`config.mk`:
```
export PLATFORM = sky130hd
export DESIGN_NAME = tri_tlb_responder
export DESIGN_NICKNAME = d
export VERILOG_FILES = /design/src/rtl/tri_tlb_responder.sv
export SDC_FILE = /design/constraint.sdc
export NUM_CORES = 2
export LEC_CHECK = 0
export ABC_CLOCK_PERIOD_IN_PS = 13100
export BUFFER_PORTS_ARGS = -buffer_cell sky130_fd_sc_hd__buf_2
export CAP_MARGIN = 20
export CELL_PAD_IN_SITES_DETAIL_PLACEMENT = 0
export CELL_PAD_IN_SITES_GLOBAL_PLACEMENT = 1
export CORE_MARGIN = 2
export CORE_UTILIZATION = 50
export DETAILED_ROUTE_END_ITERATION = 12
export PLACE_DENSITY = 0.76
export REMOVE_ABC_BUFFERS = 1
export SYNTH_ARGS = -nofsm -noshare
export SYNTH_HDL_FRONTEND = slang
export SYNTH_SLANG_ARGS = --single-unit
```
`constraint.sdc`:
```
create_clock -name clk -period 13.1 [get_ports clk]
set_clock_uncertainty 0.05 [all_clocks]
set_input_delay 1.31 -clock clk [delete_from_list [all_inputs] [get_ports clk]]
set_output_delay 1.31 -clock clk [all_outputs]
set_load 0.02 [all_outputs]
```
`src/rtl/tri_tlb_responder.sv`:
```
// Responder end of the TRI translator TLB query handshake.
// Query: requester raises tlb_valid with a stable tlb_vpn and holds it until it
// sees tlb_ack. The ack is a registered one-cycle pulse that qualifies
// tlb_ppn/tlb_fault. Walk requests use valid/ready: ptw_req_valid/ptw_req_vpn
// stay stable until ptw_req_ready is seen high on a clock edge. A walk response
// is a single-cycle ptw_resp_valid pulse with no back-pressure.
// The current FSM state is exported on dbg_state for checkers.
module tri_tlb_responder #(
  parameter int ENTRIES = 8,
  parameter int VPN_W   = 52,
  parameter int PPN_W   = 52,
  parameter int CNT_W   = 32
) (
  input  logic             clk,
  input  logic             rst,
  input  logic             tlb_valid,
  input  logic [VPN_W-1:0] tlb_vpn,
  output logic             tlb_ack,
  output logic [PPN_W-1:0] tlb_ppn,
  output logic             tlb_fault,
  input  logic             tlb_flush,
  output logic             ptw_req_valid,
  input  logic             ptw_req_ready,
  output logic [VPN_W-1:0] ptw_req_vpn,
  input  logic             ptw_resp_valid,
  input  logic [PPN_W-1:0] ptw_resp_ppn,
  input  logic             ptw_resp_fault,
  output logic [CNT_W-1:0] hit_count,
  output logic [CNT_W-1:0] miss_count,
  output logic [2:0]       dbg_state
);

  localparam int IDX_W = $clog2(ENTRIES);

  typedef enum logic [2:0] {
    S_IDLE   = 3'd0,
    S_LOOKUP = 3'd1,
    S_WALK   = 3'd2,
    S_WAIT   = 3'd3,
    S_RESP   = 3'd4
  } state_t;

  state_t             state;
  logic [VPN_W-1:0]   vpn_r;
  logic               no_fill_r;   // a flush hit this walk, so its result must not be installed

  logic [ENTRIES-1:0] ent_valid;
  logic [VPN_W-1:0]   ent_vpn [ENTRIES];
  logic [PPN_W-1:0]   ent_ppn [ENTRIES];
  logic [IDX_W-1:0]   rr_ptr;

  logic               hit;
  logic [IDX_W-1:0]   hit_idx;
  logic               inv_found;
  logic [IDX_W-1:0]   victim_idx;
  logic               fill_en;

  assign dbg_state = state;

  // Fully associative compare of the latched VPN; at most one entry can match.
  always_comb begin
    hit     = 1'b0;
    hit_idx = '0;
    for (int i = 0; i < ENTRIES; i++) begin
      if (!hit && ent_valid[i] && (ent_vpn[i] == vpn_r)) begin
        hit     = 1'b1;
        hit_idx = IDX_W'(i);
      end
    end
  end

  // Victim: lowest-index invalid entry, else the round-robin pointer.
  always_comb begin
    inv_found  = 1'b0;
    victim_idx = rr_ptr;
    for (int i = 0; i < ENTRIES; i++) begin
      if (!inv_found && !ent_valid[i]) begin
        inv_found  = 1'b1;
        victim_idx = IDX_W'(i);
      end
    end
  end

  // Install only good walk results that no flush has overtaken.
  assign fill_en = (state == S_WAIT) && ptw_resp_valid && !ptw_resp_fault &&
                   !no_fill_r && !tlb_flush;

  // Entry valid bits and replacement pointer; flush takes priority over a fill.
  always_ff @(posedge clk) begin
    if (rst) begin
      ent_valid <= '0;
      rr_ptr    <= '0;
    end else if (tlb_flush) begin
      ent_valid <= '0;
      rr_ptr    <= '0;
    end else if (fill_en) begin
      ent_valid[victim_idx] <= 1'b1;
      rr_ptr                <= rr_ptr + IDX_W'(1);
    end
  end

  // Entry payload storage; only meaningful where the valid bit is set.
  always_ff @(posedge clk) begin
    if (fill_en && !rst) begin
      ent_vpn[victim_idx] <= vpn_r;
      ent_ppn[victim_idx] <= ptw_resp_ppn;
    end
  end

  // Query FSM with registered handshake outputs and saturating statistics.
  always_ff @(posedge clk) begin
    if (rst) begin
      state         <= S_IDLE;
      vpn_r         <= '0;
      no_fill_r     <= 1'b0;
      tlb_ack       <= 1'b0;
      tlb_ppn       <= '0;
      tlb_fault     <= 1'b0;
      ptw_req_valid <= 1'b0;
      ptw_req_vpn   <= '0;
      hit_count     <= '0;
      miss_count    <= '0;
    end else begin
      tlb_ack <= 1'b0;
      case (state)
        S_IDLE: begin
          if (tlb_valid) begin
            vpn_r     <= tlb_vpn;
            no_fill_r <= 1'b0;
            state     <= S_LOOKUP;
          end
        end
        S_LOOKUP: begin
          if (hit) begin
            tlb_ppn   <= ent_ppn[hit_idx];
            tlb_fault <= 1'b0;
            tlb_ack   <= 1'b1;
            if (hit_count != '1) hit_count <= hit_count + CNT_W'(1);
            state     <= S_RESP;
          end else begin
            if (miss_count != '1) miss_count <= miss_count + CNT_W'(1);
            ptw_req_valid <= 1'b1;
            ptw_req_vpn   <= vpn_r;
            state         <= S_WALK;
          end
        end
        S_WALK: begin
          if (tlb_flush) no_fill_r <= 1'b1;
          if (ptw_req_ready) begin
            ptw_req_valid <= 1'b0;
            state         <= S_WAIT;
          end
        end
        S_WAIT: begin
          if (tlb_flush) no_fill_r <= 1'b1;
          if (ptw_resp_valid) begin
            tlb_ppn   <= ptw_resp_fault ? '0 : ptw_resp_ppn;
            tlb_fault <= ptw_resp_fault;
            tlb_ack   <= 1'b1;
            state     <= S_RESP;
          end
        end
        S_RESP: begin
          state <= S_IDLE;
        end
        default: begin
          state <= S_IDLE;
        end
      endcase
    end
  end

endmodule

```
==> run summary <==
The number of global-route vias before repair came out at 27,686. The fmax is 0.173 GHz. Summed over all nets, the switching power comes to 1.57 mW.

The average routed wire per standard cell is 24.6 um. The number of slew-limit violations in the final report came out at 0. The count of placed standard cells including taps is 4,587. The maximum count of clock buffers along a single path is 3.

The most used flip-flop cell after synthesis is sky130_fd_sc_hd__edfxtp_1. The remaining antenna violation count after routing came out at 0. The count of cell types in the netlist is 76. The number of enable flip-flop cells after synthesis is 832.

Prior to clock tree synthesis, the placed netlist has a worst setup slack of 7.41 ns. The number of antenna violations at the first check in global routing is 9. VDD sags by at most 0.000113 V.

In this run, the number of DRC markers left after iteration 0 of detailed routing was 2,258. The proportion of power drawn by the clock network came out at 43.5%. The number of remaining DRC errors came out at 0. The number of placement rows came out at 108. The shortest clock period the worst path allows after layout is 5.77 ns.

Of the cells placed in the final design, the portion with a size suffix greater than 1 is 15.9%. Buffers added to address setup during post-CTS repair amount to 0. The global-route total usage across every layer came out at 26.1%.

The post-cts gate resize count came out at 0. The number of buffers inserted during clock tree synthesis came out at 109. Detailed placement finished with a half-perimeter wire length of 69.2 mm. The die covers 89,500 um^2. The congestion estimate from routability-driven global placement came to 0.892. The synthesized netlist cell count is 3,267.

The cts-stage hold buffer count came out at 0. The critical path in this run is classified as reg2reg. After layout, the design draws a total of 7.17 mW. The count of max-cap constraint violations is 0.

The transition time at the pin with the least slew margin came out at 1.19 ns. The switching share of power came out at 21.9%. The final layout net count came out at 3,658.

After synthesis, the share of flip-flops with an asynchronous set or reset is 0%. The area added between synthesis and finish came out at 14.5%. The wire length of the first global-routing pass is 177 mm.

The synthesized area came out at 43,600 um^2. The clock drives 1,070 sinks. Across all hold checks on the routed design, the worst slack comes to 0.421 ns. The first-pass iteration count of the detailed router is 5.

The startpoint identified for the worst register-to-register timing path is vpn_r[7]. The part of the Yosys area used for sequential elements is 68.3%. The most critical setup path has its startpoint at vpn_r[7].

The leakage power came out at 17.6 nW. The run finished with clean final reports. For the worst setup path, the data arrival time is 6.28 ns. The floorplan die width is 299 um. After floorplanning, the core was sized to cover 86,600 um^2.

The I/O pin total came out at 285. The maximum net fanout on the critical path came out at 54. The relative slew slack is 20.6%. The wire length after detailed routing is 118 mm. Combinational logic burns 4.6% of the power. The floorplan die height came out at 299 um.

The total power divided by cell area came out at 144 nW/um^2. The fraction of the cycle the final worst path needs came out at 44.0%. After clock tree synthesis, the clock-pin slew on the worst setup and hold paths is 0.06 ns.

Setup repair after global routing left no endpoint under its margin. The synthesized design contains 1,070 register bits. The total number of yosys warnings came out at 0. The count of final setup violators is 0. The detail-routed via count per cell came out at 5.78. The routed layout has 27,735 vias. The pin count of the biggest net entering global routing is 96. The hold path startpoint is vpn_r[10]. Once the floorplan was initialized, standard cells occupied 50.3% of the core. The total negative slack for setup checks is 0 ns.

The final instance count without filler cells came out at 4,801. At the later pin of the worst-skew pair, clock insertion delay measures 0.68 ns. The required arrival time at the worst endpoint came out at 13.62 ns. The critical path capture point type is a flip-flop. The path class of the tightest hold or removal check is reg2reg. In the post-route analysis, the smallest setup slack over all paths is 7.33 ns. The worst setup path is launched from a flip-flop. The sequential fraction of design power came out at 51.8%. The number of hold violations in the final report is 0. The internal portion of total power came out at 5.60 mW. The overflow left after global routing came out at 0. The clock tree synthesis step divided the H-tree into 3 levels. The post-synthesis average cell area is 13.3 um^2. CTS placed an instance of sky130_fd_sc_hd__clkbuf_16 at the clock tree root. The clock tree from TritonCTS is yes.

The quantity of I/O buffers inserted on ports came out at 284.
-- cells by family after synthesis --
kind of cell	Yosys count	synth area share, %
DFF	1070	68.3
and+or+nand+nor	900	10.3
AOI/OAI and AO/OA	519	7.58
xor gates and xnor gates	396	7.96
buffers and inverters	239	2.51
muxes	140	3.23
adders and majority gates	3	0.0862
-- path summary, 6_finish.rpt --
path	slack [ns]	to	cells past startpoint
max	7.33	tlb_ppn[26]	12
min	0.42	vpn_r[10]	2
max reg2reg	7.33	tlb_ppn[26]	12
min reg2reg	0.42	vpn_r[10]	2
-- cells in the mapped netlist, drive strengths merged, types with 4 or more instances --
| cell type | instances | area share [%] |
|---|---|---|
| edfxtp | 832 | 57 |
| nor2 | 276 | 2.4 |
| dfxtp | 238 | 11 |
| xnor2 | 232 | 4.7 |
| a21oi | 204 | 2.3 |
| xor2 | 164 | 3.3 |
| nand2 | 154 | 1.3 |
| mux2i | 136 | 3.1 |
| o21ai | 118 | 1.4 |
| buf | 99 | 1.3 |
| clkbuf | 92 | 0.79 |
| nand2b | 86 | 1.2 |
| nand3 | 84 | 0.96 |
| nand4 | 77 | 1.1 |
| and3 | 70 | 1.0 |
| nor4 | 57 | 0.88 |
| a31o | 55 | 1.1 |
| a211oi | 53 | 0.91 |
| inv | 48 | 0.41 |
| nor3 | 24 | 0.30 |
| nor2b | 20 | 0.29 |
| or3 | 12 | 0.17 |
| o22ai | 11 | 0.16 |
| and2 | 10 | 0.14 |
| a2111oi | 9 | 0.21 |
| o2111ai | 8 | 0.16 |
| or4 | 8 | 0.15 |
| and4 | 7 | 0.14 |
| or2 | 7 | 0.10 |
| a221o | 6 | 0.14 |
| a31oi | 6 | 0.086 |
| o31ai | 6 | 0.15 |
| o21a | 5 | 0.086 |
| mux2 | 4 | 0.10 |
| o211ai | 4 | 0.069 |
| o221ai | 4 | 0.080 |
| o32ai | 4 | 0.16 |
-- layout by cell type (no fill, tap or decap), types with 14 or more instances in the layout --
cell type	instances
sky130_fd_sc_hd__edfxtp_1	832
sky130_fd_sc_hd__buf_2	283
sky130_fd_sc_hd__nor2_1	266
sky130_fd_sc_hd__dfxtp_1	238
sky130_fd_sc_hd__xnor2_1	232
sky130_fd_sc_hd__a21oi_1	204
sky130_fd_sc_hd__xor2_1	164
sky130_fd_sc_hd__nand2_1	152
sky130_fd_sc_hd__mux2i_1	136
sky130_fd_sc_hd__o21ai_0	117
sky130_fd_sc_hd__clkbuf_16	111
sky130_fd_sc_hd__nand2b_1	86
sky130_fd_sc_hd__nand3_1	84
sky130_fd_sc_hd__nand4_1	77
sky130_fd_sc_hd__buf_4	71
sky130_fd_sc_hd__and3_1	69
sky130_fd_sc_hd__nor4_1	53
sky130_fd_sc_hd__a211oi_1	53
sky130_fd_sc_hd__a31o_1	50
sky130_fd_sc_hd__inv_1	48
sky130_fd_sc_hd__clkbuf_1	24
sky130_fd_sc_hd__clkinv_2	22
sky130_fd_sc_hd__nor2b_1	19
sky130_fd_sc_hd__nor3_1	19
sky130_fd_sc_hd__clkinv_1	14
-- power by group through the flow --
| stage | Clock [mW] | Sequential (mW) | Combinational (mW) |
|---|---|---|---|
| after floorplan | 0 | 3.81 | 0.132 |
| after global placement | 0 | 3.79 | 0.320 |
| after detailed placement | 0 | 3.79 | 0.330 |
| after CTS | 3.17 | 3.72 | 0.331 |
| after global routing | 3.30 | 3.72 | 0.356 |
| final | 3.12 | 3.72 | 0.331 |
-- sequential cells by signal, indices dropped and copies added, names as in the netlist --
name	cells
dbg_state	3
ent_ppn	416
ent_valid	8
ent_vpn	416
hit_count	32
miss_count	32
no_fill_r	1
ptw_req_valid	1
ptw_req_vpn	52
rr_ptr	3
tlb_ack	1
tlb_fault	1
tlb_ppn	52
vpn_r	52
-- final cells by class --
cell class                      instances  area (um^2)
Antenna cell                            7         17.5
Clock buffer                          146         3010
Clock inverter                         60          616
Fill cell                            6903        36700
Inverter                               48          180
Multi-Input combinational cell       1958        12900
Sequential cell                      1070        29700
Tap cell                             1155         1450
Timing Repair Buffer                  357         2020
-- worst max-delay path, stage by stage (launching register included) --
cell and delay (ns):
sky130_fd_sc_hd__dfxtp_1 1.06, sky130_fd_sc_hd__xnor2_1 0.20, sky130_fd_sc_hd__nand4_1 0.30, sky130_fd_sc_hd__nor4_1 0.98, sky130_fd_sc_hd__nand4_1 0.33, sky130_fd_sc_hd__nand2b_1 0.34, sky130_fd_sc_hd__a2111oi_2 0.10, sky130_fd_sc_hd__nor2_4 0.12
sky130_fd_sc_hd__buf_4 0.65, sky130_fd_sc_hd__buf_4 0.77, sky130_fd_sc_hd__mux2i_1 0.29, sky130_fd_sc_hd__a21oi_1 0.10, sky130_fd_sc_hd__a31o_1 0.27
-- through the flow --
stage	utilization (%)	cell area, um^2
final	57.6	49900
after global routing	57.6	49900
after CTS	57.6	49900
after global placement	53.3	46200
after floorplan	-	42700
after detailed placement	53.4	46200
-- per-layer routing --
layer	vias to the layer above	share of wire [%]	global-route usage, %
li1	12564	-	-
met1	13967	42	34.8
met2	985	49	44.4
met3	217	5.8	3.36
met4	2	3.3	9.04
met5	-	0.010	0
Power figures use the tool's default switching activity.
